### config.mk
export PLATFORM = sky130hd
export DESIGN_NAME = axil_lite_master_flat
export DESIGN_NICKNAME = d
export VERILOG_FILES = /design/src/rtl/axil_lite_master_if.sv /design/src/rtl/axil_lite_master.sv /design/src/flat_wrapper.sv
export SDC_FILE = /design/constraint.sdc
export NUM_CORES = 1
export LEC_CHECK = 0
export BUFFER_PORTS_ARGS = -buffer_cell sky130_fd_sc_hd__buf_2
export CORE_MARGIN = 1
export CORE_UTILIZATION = 46
export DETAILED_ROUTE_END_ITERATION = 6
export PLACE_DENSITY = 0.8
export SLEW_MARGIN = 20
export SYNTH_ARGS = -nofsm -noshare
export SYNTH_HDL_FRONTEND = slang
export SYNTH_SLANG_ARGS = --single-unit
### constraint.sdc
create_clock -name clk -period 1.91 [get_ports clk]
set_input_delay 0 -clock clk [delete_from_list [all_inputs] [get_ports clk]]
set_output_delay 0 -clock clk [all_outputs]
set_load 0.05 [all_outputs]
### src/rtl/axil_lite_master_if.sv
// AXI4-Lite bus bundle between an initiator and a target.
interface axil_lite_master_if #(
    parameter int unsigned ADDR_W = 32,
    parameter int unsigned DATA_W = 32
);
    logic [ADDR_W-1:0]   M_AXI_AWADDR;
    logic [2:0]          M_AXI_AWPROT;
    logic                M_AXI_AWVALID;
    logic                M_AXI_AWREADY;
    logic [DATA_W-1:0]   M_AXI_WDATA;
    logic [DATA_W/8-1:0] M_AXI_WSTRB;
    logic                M_AXI_WVALID;
    logic                M_AXI_WREADY;
    logic [1:0]          M_AXI_BRESP;
    logic                M_AXI_BVALID;
    logic                M_AXI_BREADY;
    logic [ADDR_W-1:0]   M_AXI_ARADDR;
    logic [2:0]          M_AXI_ARPROT;
    logic                M_AXI_ARVALID;
    logic                M_AXI_ARREADY;
    logic [DATA_W-1:0]   M_AXI_RDATA;
    logic [1:0]          M_AXI_RRESP;
    logic                M_AXI_RVALID;
    logic                M_AXI_RREADY;

    modport master (
        output M_AXI_AWADDR, M_AXI_AWPROT, M_AXI_AWVALID,
        input  M_AXI_AWREADY,
        output M_AXI_WDATA, M_AXI_WSTRB, M_AXI_WVALID,
        input  M_AXI_WREADY,
        input  M_AXI_BRESP, M_AXI_BVALID,
        output M_AXI_BREADY,
        output M_AXI_ARADDR, M_AXI_ARPROT, M_AXI_ARVALID,
        input  M_AXI_ARREADY,
        input  M_AXI_RDATA, M_AXI_RRESP, M_AXI_RVALID,
        output M_AXI_RREADY
    );

    modport slave (
        input  M_AXI_AWADDR, M_AXI_AWPROT, M_AXI_AWVALID,
        output M_AXI_AWREADY,
        input  M_AXI_WDATA, M_AXI_WSTRB, M_AXI_WVALID,
        output M_AXI_WREADY,
        output M_AXI_BRESP, M_AXI_BVALID,
        input  M_AXI_BREADY,
        input  M_AXI_ARADDR, M_AXI_ARPROT, M_AXI_ARVALID,
        output M_AXI_ARREADY,
        output M_AXI_RDATA, M_AXI_RRESP, M_AXI_RVALID,
        input  M_AXI_RREADY
    );
endinterface

### src/rtl/axil_lite_master.sv
// Single-outstanding AXI4-Lite initiator: one command in, one AXI read or
// write out, one response back. Each AXI phase is guarded by a timeout that
// aborts the transaction with SLVERR instead of hanging on a silent slave.
module axil_lite_master #(
    parameter int unsigned ADDR_W  = 32,
    parameter int unsigned DATA_W  = 32,
    parameter int unsigned TIMEOUT = 1024
) (
    input  logic                clk,
    input  logic                resetn,
    input  logic                cmd_valid,
    output logic                cmd_ready,
    input  logic                cmd_write,
    input  logic [ADDR_W-1:0]   cmd_addr,
    input  logic [DATA_W-1:0]   cmd_wdata,
    input  logic [DATA_W/8-1:0] cmd_wstrb,
    output logic                rsp_valid,
    input  logic                rsp_ready,
    output logic [DATA_W-1:0]   rsp_rdata,
    output logic [1:0]          rsp_resp,
    output logic                rsp_timeout,
    axil_lite_master_if.master  m_axi
);

    localparam int unsigned StrbW = DATA_W / 8;
    localparam int unsigned CntW  = (TIMEOUT > 0) ? $clog2(TIMEOUT + 1) : 1;
    localparam bit          TmoEn = (TIMEOUT != 0);
    localparam logic [CntW-1:0] TmoLast = CntW'(TIMEOUT - 1);
    localparam logic [1:0]  RespSlvErr = 2'b10;

    typedef enum logic [2:0] {
        StIdle,
        StWr,
        StWrResp,
        StRdAddr,
        StRdData,
        StResp
    } state_e;

    state_e            state_q, state_d;
    logic [CntW-1:0]   cnt_q, cnt_d;
    logic              cmd_ready_q, cmd_ready_d;
    logic              awvalid_q, awvalid_d;
    logic              wvalid_q, wvalid_d;
    logic              bready_q, bready_d;
    logic              arvalid_q, arvalid_d;
    logic              rready_q, rready_d;
    logic              rsp_valid_q, rsp_valid_d;
    logic [DATA_W-1:0] rsp_rdata_q, rsp_rdata_d;
    logic [1:0]        rsp_resp_q, rsp_resp_d;
    logic              rsp_timeout_q, rsp_timeout_d;
    logic [ADDR_W-1:0] addr_q, addr_d;
    logic [DATA_W-1:0] wdata_q, wdata_d;
    logic [StrbW-1:0]  wstrb_q, wstrb_d;

    logic aw_hs, w_hs, aw_left, w_left;
    logic tmo_hit, abort;

    // Counter sits at TIMEOUT-1 during the last permitted waiting cycle.
    assign tmo_hit = TmoEn && (cnt_q == TmoLast);

    // Next-state, handshake tracking and timeout abort.
    always_comb begin
        state_d       = state_q;
        cnt_d         = cnt_q;
        cmd_ready_d   = cmd_ready_q;
        awvalid_d     = awvalid_q;
        wvalid_d      = wvalid_q;
        bready_d      = bready_q;
        arvalid_d     = arvalid_q;
        rready_d      = rready_q;
        rsp_valid_d   = rsp_valid_q;
        rsp_rdata_d   = rsp_rdata_q;
        rsp_resp_d    = rsp_resp_q;
        rsp_timeout_d = rsp_timeout_q;
        addr_d        = addr_q;
        wdata_d       = wdata_q;
        wstrb_d       = wstrb_q;
        abort         = 1'b0;
        aw_hs         = awvalid_q && m_axi.M_AXI_AWREADY;
        w_hs          = wvalid_q && m_axi.M_AXI_WREADY;
        aw_left       = awvalid_q && !aw_hs;
        w_left        = wvalid_q && !w_hs;

        unique case (state_q)
            StIdle: begin
                if (cmd_valid && cmd_ready_q) begin
                    addr_d      = cmd_addr;
                    wdata_d     = cmd_wdata;
                    wstrb_d     = cmd_wstrb;
                    cmd_ready_d = 1'b0;
                    cnt_d       = '0;
                    if (cmd_write) begin
                        awvalid_d = 1'b1;
                        wvalid_d  = 1'b1;
                        state_d   = StWr;
                    end else begin
                        arvalid_d = 1'b1;
                        state_d   = StRdAddr;
                    end
                end else begin
                    // Also raises cmd_ready on the first cycle out of reset.
                    cmd_ready_d = 1'b1;
                end
            end
            StWr: begin
                if (aw_hs) begin
                    awvalid_d = 1'b0;
                end
                if (w_hs) begin
                    wvalid_d = 1'b0;
                end
                if (!aw_left && !w_left) begin
                    bready_d = 1'b1;
                    cnt_d    = '0;
                    state_d  = StWrResp;
                end else if (tmo_hit) begin
                    abort = 1'b1;
                end else begin
                    cnt_d = cnt_q + CntW'(1);
                end
            end
            StWrResp: begin
                if (m_axi.M_AXI_BVALID && bready_q) begin
                    bready_d      = 1'b0;
                    rsp_valid_d   = 1'b1;
                    rsp_resp_d    = m_axi.M_AXI_BRESP;
                    rsp_rdata_d   = '0;
                    rsp_timeout_d = 1'b0;
                    state_d       = StResp;
                end else if (tmo_hit) begin
                    abort = 1'b1;
                end else begin
                    cnt_d = cnt_q + CntW'(1);
                end
            end
            StRdAddr: begin
                if (arvalid_q && m_axi.M_AXI_ARREADY) begin
                    arvalid_d = 1'b0;
                    rready_d  = 1'b1;
                    cnt_d     = '0;
                    state_d   = StRdData;
                end else if (tmo_hit) begin
                    abort = 1'b1;
                end else begin
                    cnt_d = cnt_q + CntW'(1);
                end
            end
            StRdData: begin
                if (m_axi.M_AXI_RVALID && rready_q) begin
                    rready_d      = 1'b0;
                    rsp_valid_d   = 1'b1;
                    rsp_rdata_d   = m_axi.M_AXI_RDATA;
                    rsp_resp_d    = m_axi.M_AXI_RRESP;
                    rsp_timeout_d = 1'b0;
                    state_d       = StResp;
                end else if (tmo_hit) begin
                    abort = 1'b1;
                end else begin
                    cnt_d = cnt_q + CntW'(1);
                end
            end
            StResp: begin
                if (rsp_ready) begin
                    rsp_valid_d = 1'b0;
                    cmd_ready_d = 1'b1;
                    state_d     = StIdle;
                end
            end
            default: begin
                state_d = StIdle;
            end
        endcase

        // Protocol-abort recovery: release the bus and report SLVERR.
        if (abort) begin
            awvalid_d     = 1'b0;
            wvalid_d      = 1'b0;
            bready_d      = 1'b0;
            arvalid_d     = 1'b0;
            rready_d      = 1'b0;
            rsp_valid_d   = 1'b1;
            rsp_resp_d    = RespSlvErr;
            rsp_rdata_d   = '0;
            rsp_timeout_d = 1'b1;
            state_d       = StResp;
        end
    end

    // State and registered outputs, synchronous active-low reset.
    always_ff @(posedge clk) begin
        if (!resetn) begin
            state_q       <= StIdle;
            cnt_q         <= '0;
            cmd_ready_q   <= 1'b0;
            awvalid_q     <= 1'b0;
            wvalid_q      <= 1'b0;
            bready_q      <= 1'b0;
            arvalid_q     <= 1'b0;
            rready_q      <= 1'b0;
            rsp_valid_q   <= 1'b0;
            rsp_rdata_q   <= '0;
            rsp_resp_q    <= '0;
            rsp_timeout_q <= 1'b0;
            addr_q        <= '0;
            wdata_q       <= '0;
            wstrb_q       <= '0;
        end else begin
            state_q       <= state_d;
            cnt_q         <= cnt_d;
            cmd_ready_q   <= cmd_ready_d;
            awvalid_q     <= awvalid_d;
            wvalid_q      <= wvalid_d;
            bready_q      <= bready_d;
            arvalid_q     <= arvalid_d;
            rready_q      <= rready_d;
            rsp_valid_q   <= rsp_valid_d;
            rsp_rdata_q   <= rsp_rdata_d;
            rsp_resp_q    <= rsp_resp_d;
            rsp_timeout_q <= rsp_timeout_d;
            addr_q        <= addr_d;
            wdata_q       <= wdata_d;
            wstrb_q       <= wstrb_d;
        end
    end

    assign cmd_ready   = cmd_ready_q;
    assign rsp_valid   = rsp_valid_q;
    assign rsp_rdata   = rsp_rdata_q;
    assign rsp_resp    = rsp_resp_q;
    assign rsp_timeout = rsp_timeout_q;

    assign m_axi.M_AXI_AWADDR  = addr_q;
    assign m_axi.M_AXI_AWPROT  = 3'b000;
    assign m_axi.M_AXI_AWVALID = awvalid_q;
    assign m_axi.M_AXI_WDATA   = wdata_q;
    assign m_axi.M_AXI_WSTRB   = wstrb_q;
    assign m_axi.M_AXI_WVALID  = wvalid_q;
    assign m_axi.M_AXI_BREADY  = bready_q;
    assign m_axi.M_AXI_ARADDR  = addr_q;
    assign m_axi.M_AXI_ARPROT  = 3'b000;
    assign m_axi.M_AXI_ARVALID = arvalid_q;
    assign m_axi.M_AXI_RREADY  = rready_q;

endmodule

### src/flat_wrapper.sv
// flat-port wrapper written by rule: the top's interface ports become plain ports
module axil_lite_master_flat 
#(
    parameter int unsigned ADDR_W  = 32,
    parameter int unsigned DATA_W  = 32,
    parameter int unsigned TIMEOUT = 1024
)
  (clk, resetn, cmd_valid, cmd_ready, cmd_write, cmd_addr, cmd_wdata, cmd_wstrb, rsp_valid, rsp_ready, rsp_rdata, rsp_resp, rsp_timeout, m_axi_M_AXI_AWADDR, m_axi_M_AXI_AWPROT, m_axi_M_AXI_AWVALID, m_axi_M_AXI_AWREADY, m_axi_M_AXI_WDATA, m_axi_M_AXI_WSTRB, m_axi_M_AXI_WVALID, m_axi_M_AXI_WREADY, m_axi_M_AXI_BRESP, m_axi_M_AXI_BVALID, m_axi_M_AXI_BREADY, m_axi_M_AXI_ARADDR, m_axi_M_AXI_ARPROT, m_axi_M_AXI_ARVALID, m_axi_M_AXI_ARREADY, m_axi_M_AXI_RDATA, m_axi_M_AXI_RRESP, m_axi_M_AXI_RVALID, m_axi_M_AXI_RREADY);
  axil_lite_master_if #(.ADDR_W(ADDR_W), .DATA_W(DATA_W)) m_axi_i ();
  input  logic clk;
  input  logic resetn;
  input  logic cmd_valid;
  output logic cmd_ready;
  input  logic cmd_write;
  input  logic [ADDR_W-1:0] cmd_addr;
  input  logic [DATA_W-1:0] cmd_wdata;
  input  logic [DATA_W/8-1:0] cmd_wstrb;
  output logic rsp_valid;
  input  logic rsp_ready;
  output logic [DATA_W-1:0] rsp_rdata;
  output logic [1:0] rsp_resp;
  output logic rsp_timeout;
  output wire logic [$bits(m_axi_i.M_AXI_AWADDR)-1:0] m_axi_M_AXI_AWADDR;
  output wire logic [$bits(m_axi_i.M_AXI_AWPROT)-1:0] m_axi_M_AXI_AWPROT;
  output wire logic [$bits(m_axi_i.M_AXI_AWVALID)-1:0] m_axi_M_AXI_AWVALID;
  input wire logic [$bits(m_axi_i.M_AXI_AWREADY)-1:0] m_axi_M_AXI_AWREADY;
  output wire logic [$bits(m_axi_i.M_AXI_WDATA)-1:0] m_axi_M_AXI_WDATA;
  output wire logic [$bits(m_axi_i.M_AXI_WSTRB)-1:0] m_axi_M_AXI_WSTRB;
  output wire logic [$bits(m_axi_i.M_AXI_WVALID)-1:0] m_axi_M_AXI_WVALID;
  input wire logic [$bits(m_axi_i.M_AXI_WREADY)-1:0] m_axi_M_AXI_WREADY;
  input wire logic [$bits(m_axi_i.M_AXI_BRESP)-1:0] m_axi_M_AXI_BRESP;
  input wire logic [$bits(m_axi_i.M_AXI_BVALID)-1:0] m_axi_M_AXI_BVALID;
  output wire logic [$bits(m_axi_i.M_AXI_BREADY)-1:0] m_axi_M_AXI_BREADY;
  output wire logic [$bits(m_axi_i.M_AXI_ARADDR)-1:0] m_axi_M_AXI_ARADDR;
  output wire logic [$bits(m_axi_i.M_AXI_ARPROT)-1:0] m_axi_M_AXI_ARPROT;
  output wire logic [$bits(m_axi_i.M_AXI_ARVALID)-1:0] m_axi_M_AXI_ARVALID;
  input wire logic [$bits(m_axi_i.M_AXI_ARREADY)-1:0] m_axi_M_AXI_ARREADY;
  input wire logic [$bits(m_axi_i.M_AXI_RDATA)-1:0] m_axi_M_AXI_RDATA;
  input wire logic [$bits(m_axi_i.M_AXI_RRESP)-1:0] m_axi_M_AXI_RRESP;
  input wire logic [$bits(m_axi_i.M_AXI_RVALID)-1:0] m_axi_M_AXI_RVALID;
  output wire logic [$bits(m_axi_i.M_AXI_RREADY)-1:0] m_axi_M_AXI_RREADY;
  assign m_axi_M_AXI_AWADDR = m_axi_i.M_AXI_AWADDR;
  assign m_axi_M_AXI_AWPROT = m_axi_i.M_AXI_AWPROT;
  assign m_axi_M_AXI_AWVALID = m_axi_i.M_AXI_AWVALID;
  assign m_axi_i.M_AXI_AWREADY = m_axi_M_AXI_AWREADY;
  assign m_axi_M_AXI_WDATA = m_axi_i.M_AXI_WDATA;
  assign m_axi_M_AXI_WSTRB = m_axi_i.M_AXI_WSTRB;
  assign m_axi_M_AXI_WVALID = m_axi_i.M_AXI_WVALID;
  assign m_axi_i.M_AXI_WREADY = m_axi_M_AXI_WREADY;
  assign m_axi_i.M_AXI_BRESP = m_axi_M_AXI_BRESP;
  assign m_axi_i.M_AXI_BVALID = m_axi_M_AXI_BVALID;
  assign m_axi_M_AXI_BREADY = m_axi_i.M_AXI_BREADY;
  assign m_axi_M_AXI_ARADDR = m_axi_i.M_AXI_ARADDR;
  assign m_axi_M_AXI_ARPROT = m_axi_i.M_AXI_ARPROT;
  assign m_axi_M_AXI_ARVALID = m_axi_i.M_AXI_ARVALID;
  assign m_axi_i.M_AXI_ARREADY = m_axi_M_AXI_ARREADY;
  assign m_axi_i.M_AXI_RDATA = m_axi_M_AXI_RDATA;
  assign m_axi_i.M_AXI_RRESP = m_axi_M_AXI_RRESP;
  assign m_axi_i.M_AXI_RVALID = m_axi_M_AXI_RVALID;
  assign m_axi_M_AXI_RREADY = m_axi_i.M_AXI_RREADY;
  axil_lite_master #(.ADDR_W(ADDR_W), .DATA_W(DATA_W), .TIMEOUT(TIMEOUT)) u_core (.clk(clk), .resetn(resetn), .cmd_valid(cmd_valid), .cmd_ready(cmd_ready), .cmd_write(cmd_write), .cmd_addr(cmd_addr), .cmd_wdata(cmd_wdata), .cmd_wstrb(cmd_wstrb), .rsp_valid(rsp_valid), .rsp_ready(rsp_ready), .rsp_rdata(rsp_rdata), .rsp_resp(rsp_resp), .rsp_timeout(rsp_timeout), .m_axi(m_axi_i));
endmodule
==> summary.txt, run 1 <==
Detailed routing
  – Antenna-violating nets left: 0
  – Routed Wire Length: between 15 and 20 mm
  – DR vias/cell: 5.105
  – Drt drc: 0
  – Drt wl/cell: 15.38 um
  – Starting DRT DRC Count: 416
  – Pre-Repair DR Iteration Count: 5
  – Vias: between 5000 and 6000

Worst setup path
  – Nature of the critical path endpoint: flip-flop
  – CP bufs+invs: 2
  – Crit-path most repeated cell: buf_4
  – Crit path DAT: 2110 ps
  – Setup CP Type: flip-flop to flip-flop
  – FF-to-FF path depth: 8
  – Largest fanout on the critical path: 10
  – Max incr delay on CP: ~340 ps
  – Critical path startpoint category: flip-flop
  – Path length in cells of the critical path: 8
  – CP Cell Sequence: buf_4 > nand3b_1 > o22ai_2 > a211o_2 > buf_4 > o31ai_1 > o22ai_1 > a21boi_1
  – Top delay family on crit path: compound AO/OA/AOI/OAI gates
  – WP data required: 2240 ps
  – Crit-path slowest cell: dfxtp_2

Global routing
  – Total congestion overflow: 0
  – Vias in the first global route: ~5500
  – Total track usage: between 20 and 30%
  – First-pass GRT wire length: 25.84 mm
  – Largest net degree at the start of global routing: 70
  – Initial antenna violation count: 0

Timing
  – Setup TNS: 0 ps
  – Rel. slew slack: 63.04%
  – Fin. Hold Viols: 0
  – Clock skew: around 9 ps
  – Final critical-path setup slack: approximately 130 ps
  – Hold WS: ~18 ps
  – Final Cycle Share: about 93%
  – Final setup fails: 0
  – Final-report max-slew violation count: 0
  – RSZ-0062 raised after global routing: false
  – Fmax: roughly 0.56 GHz
  – Minimum clock period: ~1800 ps
  – Worst-Margin Slew: 554.4 ps

CTS
  – CTS tree: yes
  – # Post-CTS Setup Buffers: 0
  – Root Driver: clkbuf_16
  – Cts bufs inserted: 17
  – Deepest level of the CTS H-tree: 4
  – Clock transition at path regs: approximately 50 ps
  – Clk_lat worst skew: 400 ps
  – Longest Clk Path Bufs: 2
  – Sink Count: between 100 and 150

Cells and area
  – Area delta synth->final: 55.64%
  – Fill count: 739
  – Share of cells above drive strength 1: around a third
  – Area of the multi-input gates: ~0.0023 mm^2
  – Util after Layout: ~75%
  – Layout Nets: around 1100
  – Storage element area: between 0.002 and 0.0025 mm^2

Place
  – Last weighted congestion value of the routability-driven placer: ~0.9
  – DP HPWL: a little under 10 mm
  – Port-buffer cells: 255
  – DP Worst Slack: ~62 ps

Synthesis
  – Mux contribution to synthesized area: less than 1%
  – XOR/XNOR Fraction of Synth Area: around 1.2%
  – Main flop type after synthesis: dfxtp_1
  – Largest family of logic cells by synthesized area: simple AND/OR/NAND/NOR gates
  – Leading area contributor after synthesis: dfxtp_1
  – Synth area leaders: dfxtp_1, nand2_1, a21boi_0
  – Simple-gate area share of the yosys netlist: between 20% and 30%
  – Synth top area share: around 47%
  – Number of flops mapped to enable cells by yosys: 0
  – Compound-Gate Fraction of Synth Area: between 10% and 20%
  – Synthesized cell area: 0.005269 mm^2
  – Post-synthesis adder-cell area fraction: less than 1%
  – Share of the yosys chip area belonging to registers: a little under half
  – Syn Inst Count: 650
  – Mean Syn Cell Area: around 8.1 um^2
  – Synth unique cells: 45
  – Number of synthesis warnings: 0
  – Share of flip-flops with an asynchronous set or reset: 0%
  – Synth Register Bits: 124

Floorplan
  – I/O pin total: between 200 and 300
  – Initial core utilization: between 40% and 50%
  – Num rows: 38
  – Die W: ~110 um
  – Core Region: between 0.01 and 0.015 mm^2
  – Die area: 0.01189 mm^2
  – Die height: between 100 and 150 um

Job
  – Max Cap Viol: 0

Worst hold path
  – Hold Path Class: input pin to flip-flop
  – WHS Path Cells: 4

Power
  – Leakage power: between 3 and 4 nW
  – Final Power: approximately 10 mW
  – Power Density: roughly 1200 mW/mm^2
  – Peak supply drop: around 0.9 mV

Status
  – Outcome: finished, final reports clean
-- worst min-delay path: stages --
cell	delay, ps
buf_2	80
and2_1	150
o41ai_1	70
nor2_1	90
-- power by group --
group,internal (mW),switching (mW)
combinational,1.16,2.75
clock,1.85,1.13
sequential,2.91,0.235
total,5.92,4.12
-- cell type report --
cell class / instances / area share (%)
Tap cell: 140 / 2.136
Antenna cell: 2 / 0.06103
Sequential cell: 124 / 30.33
Inverter: 7 / 0.3204
Multi-Input combinational cell: 442 / 28.33
Timing Repair Buffer: 388 / 32.04
Clock inverter: 11 / 1.160
Clock buffer: 21 / 5.615
-- metal layers --
metal | vias to the layer above | GRT usage [%] | routed length (um)
li1 | 2793 | - | -
met2 | 264 | 51.21 | 9227
met1 | 2687 | 29.81 | 6702
met4 | 0 | 14.48 | 578
met3 | 50 | 6.993 | 943
met5 | - | 0 | 0
-- synth_stat cells, types with 6 or more instances --
cell type,number
a21oi_1,47
nand3_1,41
clkbuf_1,30
buf_4,41
inv_1,7
a21boi_0,70
xor2_1,7
dfxtp_1,124
nand2_1,182
o22ai_1,6
nor2_1,22
o21ai_0,8
buf_2,10
-- final timing paths --
kind	slack [ps]	start	endpoint
setup / recovery	130	u_core.state_q[1]$_SDFFE_PP0P_	u_core.state_q[0]$_SDFFE_PN0P_
setup reg to reg	130	u_core.state_q[1]$_SDFFE_PP0P_	u_core.state_q[0]$_SDFFE_PN0P_
hold / removal	20	cmd_valid	u_core.state_q[2]$_SDFFE_PN0P_
hold reg to reg	450	u_core.rsp_rdata[4]$_SDFFE_PP0P_	u_core.rsp_rdata[4]$_SDFFE_PP0P_
-- cell usage in the layout, fill, tap and decap left out, types with 2 or more instances in the layout --
| cell | synthesis | routed |
|---|---|---|
| clkbuf_8 | 0 | 2 |
| o21ai_0 | 8 | 8 |
| nand2b_1 | 2 | 2 |
| dfxtp_2 | 0 | 4 |
| clkbuf_16 | 0 | 18 |
| a22oi_1 | 2 | 2 |
| conb_1 | 1 | 6 |
| clkinv_4 | 0 | 2 |
| dfxtp_1 | 124 | 120 |
| buf_2 | 10 | 255 |
| clkinvlp_4 | 0 | 3 |
| inv_1 | 7 | 7 |
| clkinv_2 | 0 | 5 |
| nor2b_1 | 3 | 3 |
| a21boi_0 | 70 | 69 |
| o22ai_1 | 6 | 6 |
| dlygate4sd3_1 | 0 | 109 |
| nor3_1 | 2 | 2 |
| nand4_1 | 4 | 4 |
| o31ai_1 | 2 | 2 |
| nand3_1 | 41 | 41 |
| xor2_1 | 7 | 7 |
| and4_1 | 2 | 2 |
| buf_4 | 41 | 18 |
| and3_1 | 5 | 5 |
| clkbuf_1 | 30 | 2 |
| a21boi_1 | 3 | 3 |
| buf_12 | 0 | 5 |
| o21ai_2 | 1 | 2 |
| and2_1 | 3 | 3 |
| diode_2 | 0 | 2 |
| a211oi_1 | 4 | 4 |
| nor2_1 | 22 | 22 |
| mux2i_1 | 2 | 2 |
| nand2_1 | 182 | 182 |
| a21oi_1 | 47 | 47 |
-- sequential cells by signal (all words and copies together), names as in the netlist, 2 cells and up --
signal and flops:
u_core.m_axi.M_AXI_WSTRB 4, u_core.m_axi.M_AXI_WDATA 32, u_core.m_axi.M_AXI_ARADDR 32, u_core.state_q 3, u_core.cnt_q 11, u_core.rsp_resp 2
u_core.rsp_rdata 32
-- through the flow --
stage	area [um^2]	instances
3_3_place_gp	6515	991
6_report	8200	1135
5_1_grt	8195	1133
2_1_floorplan	5290	655
3_5_place_dp	6515	991
4_1_cts	8162	1132
-- timing repair --
| action | in CTS | in global routing |
|---|---|---|
| endpoints found under the setup margin | 0 | 51 |
| endpoints found under the hold margin | 110 | 0 |
| resized for setup | 0 | 5 |
| hold buffers | 109 | 0 |
-- kinds of logic (layout without fill, tap and decap cells) --
logic type | Yosys count | after routing
XOR/XNOR | 7 | 7
buffers and inverters | 89 | 427
other | 1 | 8
adder cells (fa/ha/maj) | 1 | 1
AO/OA/AOI/OAI | 153 | 153
flip-flops | 124 | 124
AND/OR/NAND/NOR | 273 | 273
multiplexers | 2 | 2
(Power assumes the default switching activity.)
==> run 2: changes to the inputs <==
--- a/config.mk
+++ b/config.mk
@@ -7,9 +7,10 @@
 export LEC_CHECK = 0
 export BUFFER_PORTS_ARGS = -buffer_cell sky130_fd_sc_hd__buf_2
 export CORE_MARGIN = 1
-export CORE_UTILIZATION = 46
+export CORE_UTILIZATION = 47
+export CTS_BUF_LIST = sky130_fd_sc_hd__clkbuf_8
 export DETAILED_ROUTE_END_ITERATION = 6
-export PLACE_DENSITY = 0.8
+export PLACE_DENSITY = 0.79
 export SLEW_MARGIN = 20
 export SYNTH_ARGS = -nofsm -noshare
 export SYNTH_HDL_FRONTEND = slang
==> run 2 against run 1 <==
Critical endpoint is now u_core.rsp_resp[0]$_SDFFE_PP0P_. Via count down 0.91%. Final cell count is 0.26% lower. Non-clock buffer count down 1. Highest routed layer unchanged. Hold slack improved by 19 ps. Sequential cell count is the same.
==> summary.txt, run 2 (synthesis results as in run 1) <==
Timing
  – Final-report max-slew violation count: 0
  – Hold WS: about 37 ps
  – Fin. Hold Viols: 0
  – Final Cycle Share: between 90 and 100%
  – Minimum clock period: between 1500 and 2000 ps
  – Final setup fails: 0
  – Final critical-path setup slack: between 80 and 90 ps
  – Setup TNS: 0 ps
  – Worst-Margin Slew: between 600 and 700 ps
  – RSZ-0062 raised after global routing: false
  – Fmax: 0.5483 GHz
  – Clock skew: between 10 and 15 ps
  – Rel. slew slack: between 50 and 60%

Cells and area
  – Share of cells above drive strength 1: between 30% and 40%
  – Most frequent cells in the layout: buf_2, nand2_1, dfxtp_1
  – Most common cell after layout, fill and taps aside: buf_2
  – Util after Layout: around 74%
  – Inserted Diodes: 0
  – Layout Nets: approximately 1100
  – Design area: 0.008070 mm^2
  – Area delta synth->final: 53.17%
  – Final std cells w/o fill: 1132
  – Fill count: 762

Detailed routing
  – Highest routed layer: met4
  – Vias: 5741
  – Drt drc: 0
  – DR vias/cell: approximately 5.1
  – Drt wl/cell: 14.98 um
  – Starting DRT DRC Count: approximately 460
  – Antenna-violating nets left: 0
  – Pre-Repair DR Iteration Count: 7
  – Met3 WL post-DR: 931 um
  – Routed Wire Length: 16.96 mm
  – Met1 Wirelength: approximately 6.5 mm
  – Met2 WL: ~9 mm

CTS
  – Deepest level of the CTS H-tree: 4
  – Clock transition at path regs: 70 ps
  – Cts bufs inserted: 17
  – Clk_lat worst skew: between 400 and 500 ps
  – Longest Clk Path Bufs: 2
  – Sink Count: ~120
  – # Post-CTS Setup Buffers: 0
  – Root Driver: clkbuf_8
  – CTS tree: yes

Job
  – Max Cap Viol: 0

Floorplan
  – Core Region: between 0.01 and 0.015 mm^2
  – Die area: between 0.01 and 0.015 mm^2
  – Die height: 107.9 um
  – Die W: roughly 110 um
  – Initial core utilization: around half
  – I/O pin total: 262
  – Num rows: 38

Place
  – Placed Area: 0.006515 mm^2
  – Placed cells: just under 1000
  – Port-buffer cells: roughly 260
  – Last weighted congestion value of the routability-driven placer: slightly below 0.9
  – DP Worst Slack: 64.04 ps
  – DP HPWL: 9.779 mm

Global routing
  – Total congestion overflow: 0
  – First-pass GRT wire length: approximately 26 mm
  – Largest net degree at the start of global routing: 70
  – Vias in the first global route: roughly 5500
  – Initial antenna violation count: 0
  – Total track usage: 28.74%

Power
  – Final Power: approximately 9.4 mW
  – Peak supply drop: about 0.82 mV
  – Leakage power: approximately 3.6 nW
  – Power Density: 1169 mW/mm^2

Worst setup path
  – Nature of the critical path endpoint: flip-flop
  – Crit path DAT: ~2100 ps
  – Max incr delay on CP: around 430 ps
  – Largest fanout on the critical path: 9
  – Critical path startpoint category: flip-flop
  – Crit-path slowest cell: or3b_4
  – CP Cell Sequence: or3b_4 > o21ai_4 > buf_4 > nor2_1 > a211oi_2
  – Setup CP Type: flip-flop to flip-flop
  – WP data required: 2230 ps

Status
  – Outcome: finished, final reports clean

Worst hold path
  – Hold Path Class: input pin to flip-flop
[run 2: cell count changes in the layout (fill, tap and decap cells not counted), moves of 2 or more]
| cell | change |
|---|---|
| a211oi_1 | -3 |
| a211oi_2 | +3 |
| bufinv_16 | +2 |
| clkbuf_1 | -2 |
| clkbuf_16 | -18 |
| clkbuf_8 | +17 |
| clkinv_2 | -3 |
| diode_2 | -2 |
| inv_6 | +2 |
[run 2: worst paths after layout]
| check | start | endpoint | depth (start not counted) | slack [ps] |
|---|---|---|---|---|
| worst max register to register | u_core.state_q[1]$_SDFFE_PP0P_ | u_core.rsp_resp[0]$_SDFFE_PP0P_ | 5 | 90 |
| worst min register to register | u_core.rsp_rdata[18]$_SDFFE_PP0P_ | u_core.rsp_rdata[18]$_SDFFE_PP0P_ | 2 | 450 |
| worst max-delay path | u_core.state_q[1]$_SDFFE_PP0P_ | u_core.rsp_resp[0]$_SDFFE_PP0P_ | 5 | 90 |
| worst min-delay path | cmd_valid | u_core.state_q[2]$_SDFFE_PN0P_ | 4 | 40 |
[run 2: power by group]
| part | switching [mW] | total [mW] | internal, mW |
|---|---|---|---|
| logic | 2.73 | 3.86 | 1.13 |
| clock network | 1.08 | 2.44 | 1.37 |
| registers | 0.223 | 3.13 | 2.91 |
[run 2: worst max-delay path, delay by kind of cell (launching register included)]
family	cells	cell delay (ps)
buffers and inverters	1	240
AO/OA/AOI/OAI	2	580
AND/OR/NAND/NOR	2	530
flip-flops	1	380
[run 2: layer usage]
metal / global-route usage, % / up-vias
li1: - / 2789
met1: 31.23 / 2644
met2: 50.18 / 250
met3: 7.809 / 58
met4: 16.24 / 0
met5: 0 / -
[run 2: final cells by class]
class	instances	area (um^2)	share of cell area, %
Sequential cell	124	2487	30.82
Timing Repair Buffer	387	2606	32.29
Clock buffer	19	261.5	3.240
Inverter	7	26.28	0.3256
Clock inverter	13	165.2	2.047
Multi-Input combinational cell	442	2349	29.10
Tap cell	140	175.2	2.171
[run 2: timing repair]
| action | 4_1_cts | 5_1_grt |
|---|---|---|
| resized for setup | 0 | 10 |
| hold endpoints to repair | 107 | 0 |
| hold buffers | 109 | 0 |
| setup endpoints to repair | 0 | 57 |
==> run 3: changes to the inputs <==
--- a/config.mk
+++ b/config.mk
@@ -5,6 +5,7 @@
 export SDC_FILE = /design/constraint.sdc
 export NUM_CORES = 1
 export LEC_CHECK = 0
+export ABC_AREA = 1
 export BUFFER_PORTS_ARGS = -buffer_cell sky130_fd_sc_hd__buf_2
 export CORE_MARGIN = 1
 export CORE_UTILIZATION = 47
==> run 3 against run 2 <==
Final cell count rose by 3.4%. Combinational power decreased by 7.0%. Core utilization is 1.7 points lower. Clock power down 2%. Largest power group unchanged.
==> summary.txt, run 3 <==
Timing
  – Minimum clock period: approximately 1800 ps
  – Setup TNS: 0 ps
  – Final Cycle Share: between 90 and 100%
  – Clock skew: slightly below 8 ps
  – Final-report max-slew violation count: 0
  – Worst-Margin Slew: between 500 and 600 ps
  – Fin. Hold Viols: 0
  – RSZ-0062 raised after global routing: false
  – Hold WS: 47.41 ps
  – Rel. slew slack: between 60% and 70%
  – Final setup fails: 0
  – Fmax: around 0.57 GHz

CTS
  – # Post-CTS Setup Buffers: 0
  – Clock transition at path regs: 70 ps
  – Sink Count: 124
  – Cts bufs inserted: 17
  – Deepest level of the CTS H-tree: 4
  – Clk_lat worst skew: between 400 and 500 ps
  – Root Driver: clkbuf_8
  – Longest Clk Path Bufs: 2
  – CTS tree: yes

Synthesis
  – Number of synthesis warnings: 0
  – Post-synthesis adder-cell area fraction: less than 1%
  – Simple-gate area share of the yosys netlist: a little over a quarter
  – Syn Inst Count: between 600 and 700
  – Commonest cells post-synth: nand2_1, dfxtp_1, a21oi_1
  – Compound-Gate Fraction of Synth Area: about an eighth
  – Share of the yosys chip area belonging to registers: 47.09%
  – Main flop type after synthesis: dfxtp_1
  – Synth area leaders: dfxtp_1, nand2_1, a21oi_1
  – Most frequent cell after synthesis: nand2_1
  – Share of flip-flops with an asynchronous set or reset: 0%
  – Synth unique cells: 30
  – Synthesized cell area: ~0.0053 mm^2
  – Number of flops mapped to enable cells by yosys: 0
  – Leading area contributor after synthesis: dfxtp_1
  – Largest family of logic cells by synthesized area: simple AND/OR/NAND/NOR gates
  – XOR/XNOR Fraction of Synth Area: 0.1662%
  – Synth Register Bits: between 100 and 150
  – Mux contribution to synthesized area: 0%
  – Synth top area share: 47.09%
  – Mean Syn Cell Area: about 7.6 um^2

Detailed routing
  – Drt wl/cell: 15.04 um
  – DR vias/cell: 5.124
  – Drt drc: 0
  – Antenna-violating nets left: 0
  – Starting DRT DRC Count: 505
  – Routed Wire Length: around 18 mm
  – Vias: about 6000
  – Pre-Repair DR Iteration Count: 5

Global routing
  – Busiest layer in global routing: met2
  – Largest net degree at the start of global routing: 70
  – Total track usage: around 30%
  – Total congestion overflow: 0
  – First-pass GRT wire length: 26.79 mm
  – Vias in the first global route: around 5600
  – Grt met1 use: about a third
  – Met2 Use GR: 53.48%
  – Met3 usage: a little over 7%
  – Initial antenna violation count: 0

Place
  – Placed cells: between 1000 and 1500
  – Port-buffer cells: ~260
  – DP HPWL: 9.681 mm
  – Placed Area: about 0.0064 mm^2
  – Last weighted congestion value of the routability-driven placer: 0.8633

Cells and area
  – Share of cells above drive strength 1: between 30% and 40%
  – Inserted Diodes: 0
  – Util after Layout: roughly 72%
  – Most frequent cells in the layout: buf_2, nand2_1, dfxtp_1
  – Fill count: between 700 and 800
  – Layout Nets: ~1100
  – Most common cell after layout, fill and taps aside: buf_2
  – Design area: roughly 0.008 mm^2
  – Final std cells w/o fill: around 1200
  – Area delta synth->final: 49.56%

Worst setup path
  – Critical path startpoint category: flip-flop
  – Nature of the critical path endpoint: flip-flop
  – Largest fanout on the critical path: 51
  – WP data required: roughly 2300 ps
  – Crit path DAT: 2120 ps
  – Setup CP Type: flip-flop to flip-flop

Status
  – Outcome: finished, final reports clean

Floorplan
  – Num rows: 38
  – Die area: approximately 0.012 mm^2
  – Die height: approximately 110 um
  – Initial core utilization: 48.41%
  – Core Region: 0.01089 mm^2
  – I/O pin total: roughly 260
  – Die W: between 100 and 150 um

Power
  – Leakage power: 3.688 nW
  – Power Density: 1149 mW/mm^2
  – Peak supply drop: 0.7917 mV

Worst hold path
  – Hold Path Class: input pin to flip-flop

Job
  – Max Cap Viol: 0
==> run 3: metal layers <==
| metal | vias up | wire length [um] | part of all wire [%] |
|---|---|---|---|
| met4 | 0 | 495 | 2.8 |
| met3 | 47 | 1259 | 7.2 |
| li1 | 2876 | - | - |
| met5 | - | 0 | 0 |
| met1 | 2745 | 6772 | 38 |
| met2 | 327 | 9069 | 52 |
==> run 3: path summary, 6_finish.rpt <==
path	start	endpoint	slack (ps)	cells after the start
hold / removal	cmd_valid	u_core.m_axi.M_AXI_WSTRB[1]$_SDFFE_PN0P_	50	5
hold reg to reg	u_core.cnt_q[10]$_SDFFE_PN0P_	u_core.cnt_q[10]$_SDFFE_PN0P_	460	2
setup reg to reg	u_core.state_q[1]$_SDFFE_PP0P_	u_core.m_axi.M_AXI_WDATA[2]$_SDFFE_PN0P_	150	8
setup / recovery	u_core.state_q[1]$_SDFFE_PP0P_	u_core.m_axi.M_AXI_WDATA[2]$_SDFFE_PN0P_	150	8
==> run 3: stage by stage <==
stage	total power [mW]	setup slack, ps
6_report	9.059	153.5
5_1_grt	9.488	21.21
4_1_cts	8.977	89.90
3_5_place_dp	6.422	110.4
3_3_place_gp	6.394	142.8
2_1_floorplan	5.774	239.2
==> run 3: where the power goes <==
part           internal [mW]  total (mW)  leakage (nW)  switching (mW)
sequential              2.86        3.06          1.00           0.201
clock                   1.40        2.40         0.230           0.999
combinational          0.995        3.59          2.45            2.60
total                   5.26        9.06          3.69            3.80
==> run 3: cells by family (layout without fill, tap and decap cells) <==
group                    Yosys count  after routing
other                              1              6
flip-flops                       124            124
AND/OR/NAND/NOR                  332            332
buffers and inverters            108            438
adder cells (fa/ha/maj)            1              1
XOR/XNOR                           1              1
AO/OA/AOI/OAI                    128            128
==> run 3: timing repair <==
action,CTS,global route
hold buffers,109,0
resized for setup,0,3
endpoints found under the hold margin,114,0
setup endpoints to repair,0,14
==> run 3: critical path, stage by stage (launching register included) <==
cell and delay, ps:
dfxtp_1 320, nor2_2 270, inv_2 90, nor2_4 120, nand3_2 90, inv_2 200
buf_12 270, nand2_1 110, a21oi_1 180
==> run 3: layout make-up <==
type	count	area, um^2	share of cell area, %
repair buffers	380	2541	32.23
flip-flops and latches	124	2482	31.49
multi-input cells	468	2171	27.54
clock buffers	21	289.0	3.666
well taps	140	175.2	2.222
clock inverters	11	125.1	1.587
inverters	26	100.1	1.270
